**config.mk**
```make
export PLATFORM = sky130hd
export DESIGN_NAME = traffic_light_ctrl_flat
export DESIGN_NICKNAME = d
export VERILOG_FILES = /design/src/rtl/traffic_light_ctrl_if.sv /design/src/rtl/traffic_light_ctrl.sv /design/src/flat_wrapper.sv
export SDC_FILE = /design/constraint.sdc
export NUM_CORES = 1
export LEC_CHECK = 0
export CAP_MARGIN = 20
export CORE_ASPECT_RATIO = 2
export CORE_MARGIN = 4
export CORE_UTILIZATION = 55
export CTS_CLUSTER_DIAMETER = 50
export DETAILED_ROUTE_END_ITERATION = 10
export PLACE_DENSITY_LB_ADDON = 0.1
export SLEW_MARGIN = 20
export SYNTH_ARGS = -nofsm -noshare
export SYNTH_HDL_FRONTEND = slang
export SYNTH_SLANG_ARGS = --single-unit
export TNS_END_PERCENT = 10
```
**constraint.sdc**
```tcl
create_clock -name clk -period 2.55 [get_ports clk]
set_clock_uncertainty 0.15 [all_clocks]
set_input_delay 0.6375 -clock clk [delete_from_list [all_inputs] [get_ports clk]]
set_output_delay 0.6375 -clock clk [all_outputs]
set_load 0.02 [all_outputs]
```
**src/rtl/traffic_light_ctrl_if.sv**
```systemverilog
// Signals between the intersection phase controller and its surroundings (tick source, button, walk display, lamps).
// The master side is the controller; the slave side is everything around it.
interface traffic_light_ctrl_if;
  logic       tick_1hz;
  logic       ped_btn;
  logic       walk_done;
  logic       walk_start;
  logic [2:0] ns_light;
  logic [2:0] ew_light;
  logic       ped_req_led;
  logic [2:0] phase;

  modport master (
    input  tick_1hz, ped_btn, walk_done,
    output walk_start, ns_light, ew_light, ped_req_led, phase
  );

  modport slave (
    output tick_1hz, ped_btn, walk_done,
    input  walk_start, ns_light, ew_light, ped_req_led, phase
  );
endinterface

```
**src/rtl/traffic_light_ctrl.sv**
```systemverilog
// Two-way intersection phase sequencer with a debounced pedestrian request and a walk phase.
// Lamps decode straight from the state register; walk_start is registered. There is no backpressure.
module traffic_light_ctrl #(
  parameter int GREEN_SECS        = 8,
  parameter int YELLOW_SECS       = 3,
  parameter int ALLRED_SECS       = 1,
  parameter int WALK_TIMEOUT_SECS = 15,
  parameter int DEBOUNCE_CYCLES   = 1_000_000
) (
  input logic                  clk,
  input logic                  rst_n,
  traffic_light_ctrl_if.master bus
);
  localparam int MAX_A    = (GREEN_SECS > YELLOW_SECS) ? GREEN_SECS : YELLOW_SECS;
  localparam int MAX_B    = (ALLRED_SECS > WALK_TIMEOUT_SECS) ? ALLRED_SECS : WALK_TIMEOUT_SECS;
  localparam int MAX_SECS = (MAX_A > MAX_B) ? MAX_A : MAX_B;
  localparam int CW       = $clog2(MAX_SECS + 1);
  localparam int DW       = $clog2(DEBOUNCE_CYCLES + 1);
  localparam logic [CW-1:0] CNT_ONE = CW'(1);

  typedef enum logic [2:0] {
    NS_G  = 3'd0,
    NS_Y  = 3'd1,
    RED_A = 3'd2,
    EW_G  = 3'd3,
    EW_Y  = 3'd4,
    RED_B = 3'd5,
    WALK  = 3'd6
  } state_t;

  state_t          state, state_nxt;
  logic [CW-1:0]   cnt, cnt_nxt;
  logic            dir_ew, dir_ew_nxt;
  logic            enter_walk;
  logic            ped_req;
  logic            walk_start_q;
  logic            sync1, sync2, deb;
  logic [DW-1:0]   deb_cnt;
  logic            deb_rise;

  function automatic logic [CW-1:0] dur_of(state_t s);
    case (s)
      NS_G, EW_G: dur_of = CW'(GREEN_SECS);
      NS_Y, EW_Y: dur_of = CW'(YELLOW_SECS);
      WALK:       dur_of = CW'(WALK_TIMEOUT_SECS);
      default:    dur_of = CW'(ALLRED_SECS);
    endcase
  endfunction

  always_ff @(posedge clk or negedge rst_n) begin
    if (!rst_n) begin
      state        <= RED_B;
      cnt          <= CW'(ALLRED_SECS);
      dir_ew       <= 1'b0;
      walk_start_q <= 1'b0;
      ped_req      <= 1'b0;
    end else begin
      state        <= state_nxt;
      cnt          <= cnt_nxt;
      dir_ew       <= dir_ew_nxt;
      walk_start_q <= enter_walk;
      // Entering WALK swallows a request that debounces on the same edge.
      if (enter_walk)
        ped_req <= 1'b0;
      else if (deb_rise)
        ped_req <= 1'b1;
    end
  end

  always_comb begin
    state_nxt  = state;
    cnt_nxt    = cnt;
    dir_ew_nxt = dir_ew;
    enter_walk = 1'b0;
    case (state)
      WALK: begin
        if (bus.walk_done || (bus.tick_1hz && cnt == CNT_ONE)) begin
          state_nxt = dir_ew ? EW_G : NS_G;
          cnt_nxt   = CW'(GREEN_SECS);
        end else if (bus.tick_1hz) begin
          cnt_nxt = cnt - CNT_ONE;
        end
      end
      NS_G, NS_Y, RED_A, EW_G, EW_Y, RED_B: begin
        if (bus.tick_1hz) begin
          if (cnt == CNT_ONE) begin
            case (state)
              NS_G:    state_nxt = NS_Y;
              NS_Y:    state_nxt = RED_A;
              RED_A:   state_nxt = EW_G;
              EW_G:    state_nxt = EW_Y;
              EW_Y:    state_nxt = RED_B;
              default: state_nxt = NS_G;
            endcase
            if ((state == RED_A || state == RED_B) && ped_req) begin
              dir_ew_nxt = (state == RED_A);
              state_nxt  = WALK;
              enter_walk = 1'b1;
            end
            cnt_nxt = dur_of(state_nxt);
          end else begin
            cnt_nxt = cnt - CNT_ONE;
          end
        end
      end
      default: begin
        state_nxt = RED_B;
        cnt_nxt   = CW'(ALLRED_SECS);
      end
    endcase
  end

  always_comb begin
    bus.ns_light = 3'b100;
    bus.ew_light = 3'b100;
    case (state)
      NS_G:    bus.ns_light = 3'b001;
      NS_Y:    bus.ns_light = 3'b010;
      EW_G:    bus.ew_light = 3'b001;
      EW_Y:    bus.ew_light = 3'b010;
      default: ;
    endcase
  end

  // The debounce counter only runs while the synced level disagrees with the accepted level.
  always_ff @(posedge clk or negedge rst_n) begin
    if (!rst_n) begin
      sync1   <= 1'b0;
      sync2   <= 1'b0;
      deb     <= 1'b0;
      deb_cnt <= '0;
    end else begin
      sync1 <= bus.ped_btn;
      sync2 <= sync1;
      if (sync2 == deb) begin
        deb_cnt <= '0;
      end else if (deb_cnt == DW'(DEBOUNCE_CYCLES - 1)) begin
        deb     <= sync2;
        deb_cnt <= '0;
      end else begin
        deb_cnt <= deb_cnt + DW'(1);
      end
    end
  end

  assign deb_rise        = sync2 && !deb && (deb_cnt == DW'(DEBOUNCE_CYCLES - 1));
  assign bus.walk_start  = walk_start_q;
  assign bus.ped_req_led = ped_req;
  assign bus.phase       = state;
endmodule

```
**src/flat_wrapper.sv**
```systemverilog
// flat-port wrapper written by rule: the top's interface ports become plain ports
module traffic_light_ctrl_flat 
#(
  parameter int GREEN_SECS        = 8,
  parameter int YELLOW_SECS       = 3,
  parameter int ALLRED_SECS       = 1,
  parameter int WALK_TIMEOUT_SECS = 15,
  parameter int DEBOUNCE_CYCLES   = 1_000_000
)
  (clk, rst_n, bus_tick_1hz, bus_ped_btn, bus_walk_done, bus_walk_start, bus_ns_light, bus_ew_light, bus_ped_req_led, bus_phase);
  traffic_light_ctrl_if bus_i ();
  input logic clk;
  input logic rst_n;
  input wire logic [$bits(bus_i.tick_1hz)-1:0] bus_tick_1hz;
  input wire logic [$bits(bus_i.ped_btn)-1:0] bus_ped_btn;
  input wire logic [$bits(bus_i.walk_done)-1:0] bus_walk_done;
  output wire logic [$bits(bus_i.walk_start)-1:0] bus_walk_start;
  output wire logic [$bits(bus_i.ns_light)-1:0] bus_ns_light;
  output wire logic [$bits(bus_i.ew_light)-1:0] bus_ew_light;
  output wire logic [$bits(bus_i.ped_req_led)-1:0] bus_ped_req_led;
  output wire logic [$bits(bus_i.phase)-1:0] bus_phase;
  assign bus_i.tick_1hz = bus_tick_1hz;
  assign bus_i.ped_btn = bus_ped_btn;
  assign bus_i.walk_done = bus_walk_done;
  assign bus_walk_start = bus_i.walk_start;
  assign bus_ns_light = bus_i.ns_light;
  assign bus_ew_light = bus_i.ew_light;
  assign bus_ped_req_led = bus_i.ped_req_led;
  assign bus_phase = bus_i.phase;
  traffic_light_ctrl #(.GREEN_SECS(GREEN_SECS), .YELLOW_SECS(YELLOW_SECS), .ALLRED_SECS(ALLRED_SECS), .WALK_TIMEOUT_SECS(WALK_TIMEOUT_SECS), .DEBOUNCE_CYCLES(DEBOUNCE_CYCLES)) u_core (.clk(clk), .rst_n(rst_n), .bus(bus_i));
endmodule
```
* Word-level counts from Yosys, hierarchy flattened
Cells that the tools add are included.
Operators by class: equality and inequality tests 17, bitwise operators 1, mux-type cells 26, reductions and logical operators 17, $add $sub $neg 2
Operator list (count):
- 20-bit 2-to-1 mux | 2
- 3-bit 2-to-1 mux | 7
- 20-bit by 1-bit adder with 20-bit output, second input constant | 1
- 20-bit == test, second input constant | 1
- 3-bit case mux with 2 select lines | 3
- 4-bit 2-to-1 mux | 4
- 3-bit == test, second input constant | 5
- 3-bit case mux with 5 select lines | 1
- 4-bit case mux with 3 select lines | 1
- 3-bit by 2-bit == test with 1-bit output, second input constant | 3
- 4-bit case mux with 2 select lines | 1
- 3-bit by 1-bit == test with 1-bit output, second input constant | 2
- 3-bit zero test | 2
- 1-bit 2-to-1 mux | 6
- 6-bit OR reduction | 1
- 4-bit by 1-bit == test with 1-bit output, second input constant | 1
- 1-bit logical AND | 4
- 2-bit by 1-bit inequality test with 1-bit output, second input constant | 2
- 2-bit AND reduction | 2
- 4-bit AND reduction | 1
- 2-bit OR reduction | 2
- 4-bit by 1-bit subtractor with 4-bit output, second input constant | 1
- 3-bit by 2-bit inequality test with 1-bit output, second input constant | 1
- 3-bit AND reduction | 1
- 7 further kinds | 8
Storage, ports and cells: flip-flop bits (word level) 33, output and inout bits 11, word-level logic and storage cells 72

* Logic depth before layout (Yosys ltp)
Gate-level depths: netlist (run 1).
depth in word-level cells 13, mapped depth 7, depth with buffers taken out 6

* Least setup slack after synthesis (run 1)
No wires, ideal clock.
path type register to output, from register u_core.state[2] (netlist: u_core.bus.phase[2]), to output bus_ew_light[2], cell stages (with the launch flop) 4, arrival 1741 ps, path slack 22 ps, cells stage by stage dfstp_2 > clkbuf_1 > nor3b_1 > nor2_1
On the way: longest elaborated chain between the ends 2, elaborated cells between the ends (all ways) 3, classes of those cells 2 x eq/ne; 1 x mux
Ends and longest elaborated chain:
- from (decl) | line traffic_light_ctrl.sv:31 | state_t state, state_nxt;
- from (signal assigned) | line traffic_light_ctrl.sv:58 | state <= state_nxt;
- 3-bit == test or 3-bit by 2-bit == test with 1-bit output (tied branches) | line traffic_light_ctrl.sv:116 | case (state)
- 3-bit case mux with 2 select lines * | line traffic_light_ctrl.sv:116
- to (decl) | line flat_wrapper.sv:19 | output wire logic [$bits(bus_i.ew_light)-1:0] bus_ew_light;
Mark *: on every way between the ends. The rest lies on a longest branch, timed or not.

* Worst setup path after layout (run 1)
from register u_core.state[0] (netlist: u_core.bus.phase[0]), to output bus_ew_light[0]
The elaborated chain is that of the path after synthesis.

==> metrics.txt, run 1 <==
Ant. Diodes 0; Slew Viols, Final 0; gpl congestion roughly 0.87; share of layout cells above drive strength 1 0.130; gr ovfl total 0; final worst path period share 0.963; final setup fails 0; worst-margin pin slew 0.439 ns; Starting Density 0.562; Max Buffers Root-to-Sink 2; GR met2 Demand/Resource 0.376; peak supply drop approximately 0.00072 V; Core ar. 0.00338 mm^2; hold path depth 0; Syn-to-layout area delta 16.9%; CTS tree yes; outcome finished, final reports clean; largest family of logic cells by synthesized area simple AND/OR/NAND/NOR gates; Hold Crit Class reg -> reg; FF+latch count, synth 33; Critical Path AT 1.67 ns; Setup TNS 0 ns; Routed WL per cell 16.8 um; CTS root buf clkbuf_8; maximum clock rate 407 MHz; largest net degree at the start of global routing 34; worst slack, placed 0.122 ns; drt pass-1 iters 4; Post CTS Setup Buffer Count 0; Synth Flop Type dfrtp_1; CP max FO 6; Synth Area in Compound Gates 0.163; Synthesis Warnings 0; xor/xnor share of the synthesized area 0.0553; Final Total Pwr 1.82 mW; num ports 16; Crit Path Class reg -> out; adder-cell share of the synthesized area 0.0264; syn nets 217; via count 1690; cts bufs inserted 5; Post-synth EDFFs 0; Routed WL 4.40 mm; Crit path required time 1.76 ns; Synth area leaders dfrtp_1 40%, nor2_1 4.5%, dfstp_2 4.2%; initial antenna violation count 0; area share of the largest cell type after synthesis 0.395; I/O Buffers 15; most instantiated library cell after synthesis dfrtp_1; Most Crowded Layer GR met2; Die Wd 49.6 um; Synth area leader dfrtp_1; row cnt 30; RSZ-0062 raised after global routing false; min cycle time layout 2.45 ns; drt first-iter violations 40; Die Span Y 91.1 um; setup slack after layout 0.0955 ns; GRT met3 Usage 0.0411; DR DRC count 0; Hold Vio Cnt, Final 0; Cell Area, Synth 0.00190 mm^2; Post-Synthesis Cells 208; area of the die 0.00451 mm^2; worst skew pair latency 0.29 ns; syn avg cell area 9.13 um^2; number of global-route vias before repair roughly 1700; DP HPWL 3.31 mm; H-tree depth 2; clock slew at reported path FFs 0.07 ns; grt met1 use 0.195; post-synth cell types 49; Sink Count 33; synth cell count leaders 30 x dfrtp_1, 23 x nor2_1, 15 x nand2_1; Max-Cap Viols 0; Reg2Reg Depth 4; mux share of post-synthesis cell area 0.0165; Worst setup SP type flip-flop; GRT Total Usage 0.208; Power Dens Cells 821 mW/mm^2; static leakage power roughly 0.96 nW; NumNets Final 238; simple-gate share of the synthesized area 0.264; via density per instance 6.45; CP Capture Type output pin; async set-or-reset flop fraction in the synthesized netlist 1.00; sequential area share after synthesis 0.437; first-pass GRT wire length 7.27 mm; Hold WS 0.229 ns; Slew HR 0.704; Antenna Nets Post-Route 0
layout make-up:
class	instances	area, um^2
inverters	9	33.8
multi-input cells	156	1010
repair buffers	24	224
clock inverters	3	17.5
clock buffers	5	68.8
fillers	297	1160
well taps	32	40.0
flip-flops and latches	33	830
final timing paths:
check | start | slack [ns] | endpoint
setup / recovery | u_core.bus.phase[0] | 0.1 | bus_ew_light[0]
hold / removal | u_core.sync1 | 0.23 | u_core.sync2
setup reg to reg | u_core.deb_cnt[2] | 0.29 | u_core.deb_cnt[18]
hold reg to reg | u_core.sync1 | 0.23 | u_core.sync2
max in group asynchronous | rst_n | 1.32 | u_core.cnt[0]
min in group asynchronous | rst_n | 0.60 | u_core.deb_cnt[4]
sequential cells by signal, summed over array words and instances, names as in the netlist:
register,count
u_core.deb_cnt,20
u_core.bus.ped_req_led,1
u_core.cnt,4
u_core.dir_ew,1
u_core.deb,1
u_core.sync2,1
u_core.sync1,1
u_core.bus.walk_start,1
u_core.bus.phase,3
cell families after synthesis:
family / count (synthesis)
xor gates and xnor gates: 12
and+or+nand+nor: 92
DFF: 33
AOI/OAI and AO/OA: 45
buffers and inverters: 19
muxes: 3
adders and majority gates: 4
power by group:
group / total [mW] / leakage (nW) / switching, mW / internal, mW
Clock: 0.379 / 0.0439 / 0.191 / 0.188
Sequential: 0.690 / 0.427 / 0.0961 / 0.594
Combinational: 0.753 / 0.484 / 0.395 / 0.358
routing by layer:
layer | up-vias | routed length (um)
met5 | - | 0
met4 | 0 | 212
met3 | 20 | 126
met2 | 47 | 2510
met1 | 823 | 1550
li1 | 800 | -
stage by stage:
step | util | area (um^2) | std cells
detailed placement | 0.627 | 2120 | 254
finish | 0.657 | 2220 | 262
floorplan | - | 1900 | 208
CTS | 0.654 | 2210 | 262
global route | 0.657 | 2220 | 262
global placement | 0.627 | 2120 | 254
repair_timing:
item                                    in CTS  in global routing
endpoints found under the setup margin       2                  3
resized for setup                            2                  4
pin swaps                                    0                  0
hold buffers                                 0                  0
layout by cell type, fill, tap and decap left out, drive strengths merged, types with 4 or more instances in the layout:
master,count
nand3,8
nand4,5
clkdlybuf4s50,11
xnor2,7
inv,9
nand2,15
dfrtp,30
ha,4
a21oi,10
clkbuf,5
nor2b,4
o21ai,9
nor3,8
buf,9
nor2,23
or3,5
xor2,5
worst max-delay path, cell delays in order, from the launching register on:
cell             delay [ns]
dfstp_2                0.58
and3b_1                0.19
clkdlybuf4s50_1        0.61
(Power assumes the default switching activity.)
==> run 2: changes to the inputs <==
--- a/config.mk
+++ b/config.mk
@@ -8,10 +8,10 @@
 export CAP_MARGIN = 20
 export CORE_ASPECT_RATIO = 2
 export CORE_MARGIN = 4
-export CORE_UTILIZATION = 55
-export CTS_CLUSTER_DIAMETER = 50
+export CORE_UTILIZATION = 40
 export DETAILED_ROUTE_END_ITERATION = 10
 export PLACE_DENSITY_LB_ADDON = 0.1
+export SETUP_SLACK_MARGIN = 0.05
 export SLEW_MARGIN = 20
 export SYNTH_ARGS = -nofsm -noshare
 export SYNTH_HDL_FRONTEND = slang
==> run 2 against run 1 <==
Against the previous run: die area rose by 32%; sequential share of layout area down 0.68 points; clock-buffer cell count stayed put; total power is 9.1% higher; critical path depth shrank 1; fmax up 1.3%; flip-flop and latch count stayed put; core utilization shrank 17 points; non-clock buffer count is 2 lower; critical path type unchanged; critical endpoint is now bus_phase[2]; largest power group unchanged; highest routed layer unchanged.
==> metrics.txt, run 2 (synthesis results as in run 1) <==
outcome finished, final reports clean; CP max FO 17 (+11); worst slack, placed 0.0754 ns (-0.0466 ns); Slew Viols, Final 0 (unchanged); Syn-to-layout area delta 19.1%; Hold-fix buffers, CTS 0 (unchanged); CTS tree yes; P_sw 0.682 mW (about the same); Setup TNS 0 ns (unchanged); row cnt 35 (+17%); Die Span Y 105 um (+16%); DP HPWL 3.35 mm (+1.4%); static leakage power 0.935 nW (-2.1%); CP Capture Type output pin; sequential fraction of design power 0.351 (-0.028); Critical Path Max Stage Delay 0.69 ns (+0.08 ns); Critical Path AT 1.63 ns (-0.04 ns); cell family contributing the most delay on the critical path flip-flops; peak supply drop 0.000525 V (-27%); Combinational Power Share 0.360 (-0.053); gr ovfl total 0 (unchanged); GRT Total Usage 0.157 (-0.0513); Routed WL per cell 15.8 um (-6.1%); max FFs per register 20 (unchanged); Max-Cap Viols 0 (unchanged); H-tree depth 2 (unchanged); area of the die 0.00598 mm^2 (+32%); CTS root buf clkbuf_8; cts bufs inserted 5 (unchanged); DR DRC count 0 (unchanged); initial antenna violation count 0 (unchanged); largest net degree at the start of global routing 34 (unchanged); worst-margin pin slew 0.487 ns (+0.0481 ns); Top reg by flops u_core.deb_cnt; commonest non-fill, non-tap cell in the layout dfrtp_1; Die Wd 56.7 um (+14%); P_int 1.31 mW (+14%); Routed WL 4.46 mm (+1.5%); Post CTS Setup Buffer Count 0 (unchanged); Antenna Nets Post-Route 0 (unchanged); Crit path required time 1.76 ns (about the same); Starting Density 0.413 (-0.149); drt first-iter violations 45 (+13%); worst skew pair latency 0.28 ns (about the same); via count 1628 (-3.7%); critical path, cell by cell clkdlybuf4s50_1; Crit Path Class reg -> out; NumNets Final 236 (-0.84%); min cycle time layout 2.42 ns (-0.0322 ns); Buf/Inv on CP 1 (unchanged); Max Buffers Root-to-Sink 2 (unchanged); setup slack after layout 0.128 ns (+0.0322 ns); Power Dens Cells 879 mW/mm^2 (+7.1%); post-CTS sizing 7 (+5); CP max stage cell dfstp_2; Hold Crit Class reg -> reg; I/O Buffers 15 (unchanged); RSZ-0062 raised after global routing false; Sink Count 33 (unchanged); Slew HR 0.671 (-0.0325); gpl congestion 0.873 (+0.21%); Sw Ratio 0.343 (-0.0311); Core ar. 0.00460 mm^2 (+36%); clock slew at reported path FFs 0.07 ns (about the same); share of layout cells above drive strength 1 0.118 (-0.0120); number of global-route vias before repair 1632 (-4.6%); Ant. Diodes 0 (unchanged); final setup fails 0 (unchanged); clock network fraction of total power 0.289 (+0.081); Hold Vio Cnt, Final 0 (unchanged); via density per instance 5.75 (-11%); most frequent cells in the layout 30 x dfrtp_1, 23 x nor2_1, 15 x nand2_1, 10 x a21oi_1; final worst path period share 0.950 (-0.0126); maximum clock rate 413 MHz (+1.3%); num ports 16 (unchanged); first-pass GRT wire length 7.36 mm (+1.2%); drt pass-1 iters 6 (+2); Worst setup SP type flip-flop
[run 2: cell count changes in the layout (fill, tap and decap cells not counted), sizes merged]
cell and delta:
dlygate4sd2 +6, clkdlybuf4s50 -3, dlymetal6s2s -3, buf -2, bufinv +2, clkinv -1, clkinvlp -1
[run 2: through the flow]
| stage | hold slack (ns) | instance area (um^2) | cells | util | power (mW) |
|---|---|---|---|---|---|
| global route | 0.205 | 2260 | 283 | 0.492 | 2.10 |
| floorplan | 0.181 | 1900 | 208 | - | 1.18 |
| CTS | 0.200 | 2260 | 283 | 0.492 | 2.01 |
| finish | 0.196 | 2260 | 283 | 0.492 | 1.99 |
| detailed placement | 0.190 | 2140 | 275 | 0.465 | 1.45 |
| global placement | 0.183 | 2140 | 275 | 0.465 | 1.44 |
[run 2: power groups by stage]
| stage | clock (mW) | sequential [mW] | combinational [mW] |
|---|---|---|---|
| finish | 0.575 | 0.697 | 0.716 |
| global route | 0.615 | 0.706 | 0.782 |
| detailed placement | 0 | 0.703 | 0.751 |
| floorplan | 0 | 0.680 | 0.501 |
| CTS | 0.594 | 0.693 | 0.719 |
| global placement | 0 | 0.700 | 0.736 |
[run 2: final timing paths]
| path | startpoint | end | slack [ns] | depth (start not counted) |
|---|---|---|---|---|
| hold / removal | u_core.sync1 | u_core.sync2 | 0.20 | 0 |
| setup reg to reg | u_core.deb_cnt[0] | u_core.deb_cnt[18] | 0.22 | 5 |
| hold reg to reg | u_core.sync1 | u_core.sync2 | 0.20 | 0 |
| min in group asynchronous | rst_n | u_core.cnt[1] | 0.61 | 2 |
| setup / recovery | u_core.bus.phase[2] | bus_phase[2] | 0.13 | 1 |
| max in group asynchronous | rst_n | u_core.bus.phase[0] | 1.31 | 2 |
[run 2: cell type report]
cell class | instances | area, um^2
clock buffer | 5 | 68.8
fill | 456 | 2340
timing repair buffer | 22 | 194
sequential | 33 | 830
clock inverter | 3 | 65.1
multi-input combinational | 156 | 1000
tap | 55 | 68.8
inverter | 9 | 33.8
[run 2: per-layer routing]
layer | GRT usage | routed length [um] | vias up
met5 | 0 | 0 | -
met4 | 0.119 | 259 | 0
met3 | 0.0257 | 156 | 17
li1 | - | - | 793
met2 | 0.291 | 2460 | 39
met1 | 0.144 | 1590 | 779
